`config.mk`:
```
export PLATFORM = sky130hd
export DESIGN_NAME = oai222_char_seq
export DESIGN_NICKNAME = d
export VERILOG_FILES = /design/src/rtl/oai222_char_seq.sv
export SDC_FILE = /design/constraint.sdc
export NUM_CORES = 1
export LEC_CHECK = 0
export BUFFER_PORTS_ARGS = -buffer_cell sky130_fd_sc_hd__buf_2
export CAP_MARGIN = 20
export CORE_MARGIN = 2
export CORE_UTILIZATION = 55
export DETAILED_ROUTE_END_ITERATION = 12
export GPL_ROUTABILITY_DRIVEN = 0
export PLACE_DENSITY = 0.84
export SLEW_MARGIN = 20
export SYNTH_ARGS = -nofsm -noshare
export SYNTH_HDL_FRONTEND = slang
export SYNTH_SLANG_ARGS = --single-unit
```
`constraint.sdc`:
```
create_clock -name CLK -period 3.2 [get_ports CLK]
set_clock_uncertainty 0.2 [all_clocks]
set_input_delay 0 -clock CLK [delete_from_list [all_inputs] [get_ports CLK]]
set_output_delay 0 -clock CLK [all_outputs]
set_load 0.02 [all_outputs]
```
`src/rtl/oai222_char_seq.sv`:
```
// oai222_char_seq: stimulus sequencer and checker for one OAI222 cell.
// Sweeps all 64 input vectors onto IN1..IN6 for PASSES passes. Each vector is
// held for DWELL cycles, and the returned QN is sampled on the last cycle of
// that window. The sample is checked against a golden model, and the block
// counts mismatches and toggles of the sampled output.
// Build option: define OAI222_CHAR_SEQ_GRAY_EN to sweep in Gray order
// (one input toggles per step); otherwise the sweep is in binary order.
module oai222_char_seq #(
  parameter int DWELL  = 4,
  parameter int PASSES = 1,
  parameter int CNT_W  = 16
) (
  input  logic             CLK,
  input  logic             RST,
  input  logic             START,
  input  logic             ABORT,
  input  logic             QN_IN,
  output logic             IN1,
  output logic             IN2,
  output logic             IN3,
  output logic             IN4,
  output logic             IN5,
  output logic             IN6,
  output logic             BUSY,
  output logic             DONE,
  output logic             ERR,
  output logic [5:0]       FAIL_VEC,
  output logic [CNT_W-1:0] ERR_CNT,
  output logic [CNT_W-1:0] TOGGLE_CNT
);

  typedef enum logic [1:0] {
    IDLE   = 2'd0,
    DRIVE  = 2'd1,
    FINISH = 2'd2
  } state_t;

  localparam logic [7:0] DWELL_LAST = 8'(DWELL - 1);
  localparam logic [3:0] PASS_LAST  = 4'(PASSES - 1);
  localparam logic [5:0] STEP_LAST  = 6'd63;

  state_t     state;
  state_t     state_nxt;
  logic [5:0] step;
  logic [3:0] pass;
  logic [7:0] dwell;
  logic       qn_prev_p1;
  logic       have_prev_p1;

  logic [5:0] vec_cur;
  logic       exp_qn;
  logic       accept;
  logic       smp_now;
  logic       mis;
  logic       tog;
  logic       last_smp;
  logic [5:0] in_drv;

  // Step index to applied vector; Gray order is a build-time option.
  function automatic logic [5:0] vec_of(input logic [5:0] s);
`ifdef OAI222_CHAR_SEQ_GRAY_EN
    return s ^ (s >> 1);
`else
    return s;
`endif
  endfunction

  // Ideal OAI222 response for one vector (IN1 = bit 0 ... IN6 = bit 5).
  function automatic logic golden(input logic [5:0] v);
    return ~((v[0] | v[1]) & (v[2] | v[3]) & (v[4] | v[5]));
  endfunction

  // Saturating increment for the activity and error counters.
  function automatic logic [CNT_W-1:0] sat_inc(input logic [CNT_W-1:0] c);
    if (&c) return c;
    return c + {{(CNT_W-1){1'b0}}, 1'b1};
  endfunction

  // Sample decision, check and toggle detection for the current cycle.
  always_comb begin
    vec_cur  = vec_of(step);
    exp_qn   = golden(vec_cur);
    accept   = (state == IDLE) && START && !ABORT;
    smp_now  = (state == DRIVE) && !ABORT && (dwell == DWELL_LAST);
    mis      = smp_now && (QN_IN != exp_qn);
    tog      = smp_now && have_prev_p1 && (QN_IN != qn_prev_p1);
    last_smp = smp_now && (step == STEP_LAST) && (pass == PASS_LAST);
  end

  // Next-state logic; ABORT beats START in IDLE and ends a run in DRIVE.
  always_comb begin
    state_nxt = state;
    case (state)
      IDLE:    if (accept) state_nxt = DRIVE;
      DRIVE: begin
        if (ABORT)         state_nxt = IDLE;
        else if (last_smp) state_nxt = FINISH;
      end
      FINISH:  state_nxt = IDLE;
      default: state_nxt = IDLE;
    endcase
  end

  // Cell drive and status outputs decoded from the state register.
  always_comb begin
    in_drv = (state == DRIVE) ? vec_cur : 6'd0;
    {IN6, IN5, IN4, IN3, IN2, IN1} = in_drv;
    BUSY = (state == DRIVE);
    DONE = (state == FINISH);
  end

  // State register.
  always_ff @(posedge CLK) begin
    if (RST) state <= IDLE;
    else     state <= state_nxt;
  end

  // Result flags and counters: cleared on an accepted START, updated per sample.
  always_ff @(posedge CLK) begin
    if (RST) begin
      ERR          <= 1'b0;
      FAIL_VEC     <= 6'd0;
      ERR_CNT      <= '0;
      TOGGLE_CNT   <= '0;
      have_prev_p1 <= 1'b0;
    end else if (accept) begin
      ERR          <= 1'b0;
      FAIL_VEC     <= 6'd0;
      ERR_CNT      <= '0;
      TOGGLE_CNT   <= '0;
      have_prev_p1 <= 1'b0;
    end else if (smp_now) begin
      have_prev_p1 <= 1'b1;
      if (mis) begin
        ERR_CNT <= sat_inc(ERR_CNT);
        if (!ERR) begin
          ERR      <= 1'b1;
          FAIL_VEC <= vec_cur;
        end
      end
      if (tog) TOGGLE_CNT <= sat_inc(TOGGLE_CNT);
    end
  end

  // Sweep position and sample history; reinitialised by every accepted START.
  always_ff @(posedge CLK) begin
    if (accept) begin
      step  <= 6'd0;
      pass  <= 4'd0;
      dwell <= 8'd0;
    end else if ((state == DRIVE) && !ABORT) begin
      if (smp_now) begin
        dwell      <= 8'd0;
        step       <= step + 6'd1;
        qn_prev_p1 <= QN_IN;
        if (step == STEP_LAST) pass <= pass + 4'd1;
      end else begin
        dwell <= dwell + 8'd1;
      end
    end
  end

endmodule
```
==> results by group <==
Global routing
  • Vias in the first global route: 2,386
  • Total gr overflow: 0
  • First-pass GRT wire length: 10,660 um
  • GRT Overall Usage: 22.01%
  • Largest net degree at the start of global routing: 26
  • Initial antenna violation count: 0

Power and ir drop
  • Peak supply drop: 264.2 uV
  • Pwr/cell area: 416.7 nW/um^2
  • Pleak: 0.001367 uW

Synthesis
  • Synth top area share: 41.54%
  • Post-synth cell types: 42
  • Gate Count Post-Synth: 342
  • Most common cell in the netlist: dfxtp_1
  • Synthesis warning total: 0
  • Synth cell count leaders: 60 x dfxtp_1, 36 x a21oi_1, 33 x nand2_1, 28 x o21ai_0, 27 x nor2_1
  • FF+latch count, synth: 61
  • Post-Syn Nets: 354
  • EDFF count, synth: 1
  • Mapped Area: 2892 sq um
  • Sequential area share after synthesis: 42.58%
  • Top_reg_cell synth: dfxtp_1
  • Synthesized area per cell: 8.455 sq um
  • Dominant cell type by area after synthesis: dfxtp_1
  • Top cells by area, synth: dfxtp_1 42%, a21oi_1 6.2%, o21ai_0 4.8%
  • Async S/R FF share, synth: 0%

STA
  • Period utilization: 86.83%
  • Fmax: 359.9 MHz
  • Rel. slew slack: 40.22%
  • Unrepaired setup endpoints after global routing: false
  • Endpoints failing hold: 0
  • WHS: 11.18 ps
  • Worst Slack Setup Final: 421.6 ps
  • Final setup violating endpoints: 0
  • Tmin final: 2778 ps
  • Max Slew Vio Count: 0
  • Setup TNS: 0 ps
  • Worst-Margin Slew: 885.4 ps

Worst setup path
  • Crit Path Category: flop to flop
  • CP Capture Type: flop
  • Worst R2R Setup Slack: 420 ps
  • Crit path buf inv count: 2
  • Critical Path RT: 3230 ps
  • Worst path max stage delay: 560 ps
  • CP top delay family: buffers and inverters
  • Startpoint Class: flop
  • Crit path max-delay cell type: dlygate4sd3_1
  • Worst-path cell chain: nor3b_4 > nand4_4 > inv_1 > nand4_1 > o21ai_0 > a21oi_1 > dlygate4sd3_1
  • Worst EP arrival: 2800 ps
  • Crit Path Max Fanout: 12

Finish
  • Share of cells above drive strength 1: 19.26%
  • Layout area overhead: 18.74%
  • Final Util: 67.65%
  • Non-filler cells, final: 475
  • Post-layout net count: 412
  • Filler cell count: 440
  • Diodes inserted: 0

Floorplanning
  • Boundary Pins: 52
  • # rows: 26
  • Core Region: 5075 sq um
  • Die Wd: 76.51 um
  • Die height: 76.51 um
  • Starting Density: 56.98%
  • Full die area: 5853 sq um

Clocking
  • Post-cts gate resize count: 0
  • CTS Sinks: 61
  • Root Buffer: clkbuf_8
  • Reg clk slew, reported paths: 70 ps
  • Total CTS buffers: 9
  • Clk Latency, worst-skew pair: 340 ps
  • CTS HTree Levels: 3
  • CTS tree: built
  • CTS max path bufs: 2

Route
  • Antenna viol nets, final: 0
  • Initial DRC count: 203
  • Drt drc: 0
  • Via Count: 2,731
  • DR vias/cell: 5.749
  • First-pass iteration count of the detailed router: 4
  • WL final: 6298 um
  • Avg WL per Cell: 13.26 um

Hold path
  • Worst Hold Class: primary input to flop

Place
  • PortBufs: 51
  • HPWL after DPL: 4228 um
  • Inst Count DP: 455
  • Dpl ws: 651.8 ps

Status
  • Run status: completed

Flow run
  • Max cap viols: 0
## cells by family (layout without fill, tap and decap cells)
group / count (synthesis) / count (layout) / synth area share, %
flip-flops: 61 / 61 / 42.58
XOR/XNOR: 14 / 14 / 4.241
AO/OA/AOI/OAI: 77 / 77 / 14.63
adder cells (fa/ha/maj): 7 / 7 / 3.029
buffers and inverters: 23 / 86 / 3.332
multiplexers: 4 / 4 / 1.385
AND/OR/NAND/NOR: 156 / 156 / 30.81
## power by group
part / switching, uW / total [uW] / internal (uW)
Combinational: 28.8 / 45.1 / 16.3
Clock: 299 / 618 / 319
Sequential: 3.08 / 767 / 764
## tightest hold or removal path, stage by stage
cell,delay [ps]
buf_2,100
or4b_2,240
nand2_1,60
o21ai_0,120
## registers in the layout, summed over array words and instances, names as in the netlist
register,count
dwell,8
ERR_CNT,16
TOGGLE_CNT,16
qn_prev_p1,1
step,6
state,2
pass,4
have_prev_p1,1
ERR,1
FAIL_VEC,6
## layout by cell type (no fill, tap or decap), types with 2 or more instances in the layout
master | synthesis | layout
xor2_1 | 12 | 12
dlygate4sd3_1 | 0 | 4
nor3_1 | 3 | 3
xnor2_1 | 2 | 2
mux2i_1 | 4 | 4
nand4_1 | 14 | 14
ha_1 | 7 | 7
buf_2 | 2 | 51
clkbuf_8 | 0 | 11
nand2_1 | 33 | 33
o21ai_0 | 28 | 28
or3_1 | 22 | 22
buf_4 | 0 | 4
o31ai_1 | 5 | 5
nor2_1 | 27 | 27
and4_1 | 6 | 6
nand2b_1 | 2 | 2
and2_1 | 9 | 9
clkinv_2 | 0 | 3
dfxtp_1 | 60 | 60
or4_1 | 8 | 8
and3_1 | 5 | 5
o211ai_1 | 3 | 3
inv_1 | 11 | 11
nor4_1 | 3 | 3
nand3_1 | 14 | 14
a21oi_1 | 36 | 36
## per-stage QoR
| stage | total power [uW] | cell area (sq um) |
|---|---|---|
| global placement | 824.5 | 3216 |
| finish | 1431 | 3433 |
| floorplan | 809.4 | 2892 |
| detailed placement | 825.7 | 3216 |
| global route | 1473 | 3433 |
| CTS | 1439 | 3433 |
## routing by layer
metal	wire length [um]	vias up	global-route usage (%)
li1	-	1366	-
met1	2931	1272	28.35
met2	2930	80	34.42
met3	335	13	5.213
met4	100	0	11.27
met5	0	-	0
## path summary, 6_finish.rpt
kind	from	to	cells after the start
max	state[0]$_SDFFE_PP0P_	state[0]$_SDFFE_PP0P_	7
min	START	pass[3]$_SDFFE_PP0P_	4
max reg2reg	state[0]$_SDFFE_PP0P_	state[0]$_SDFFE_PP0P_	7
min reg2reg	have_prev_p1$_SDFFE_PP0P_	have_prev_p1$_SDFFE_PP0P_	2
## area by class of cell
class | instances | area (sq um) | share of cell area [%]
multi-input combinational | 258 | 1570 | 45.74
sequential | 61 | 1231 | 35.86
timing repair buffer | 59 | 325.3 | 9.475
clock buffer | 12 | 155.1 | 4.519
tap | 70 | 87.58 | 2.551
inverter | 11 | 41.29 | 1.203
clock inverter | 4 | 22.52 | 0.6560
## timing repair
action	CTS	global route
setup buffers	0	0
endpoints found under the setup margin	0	0
hold buffers	4	0
endpoints found under the hold margin	21	0
(Power assumes the default switching activity.)
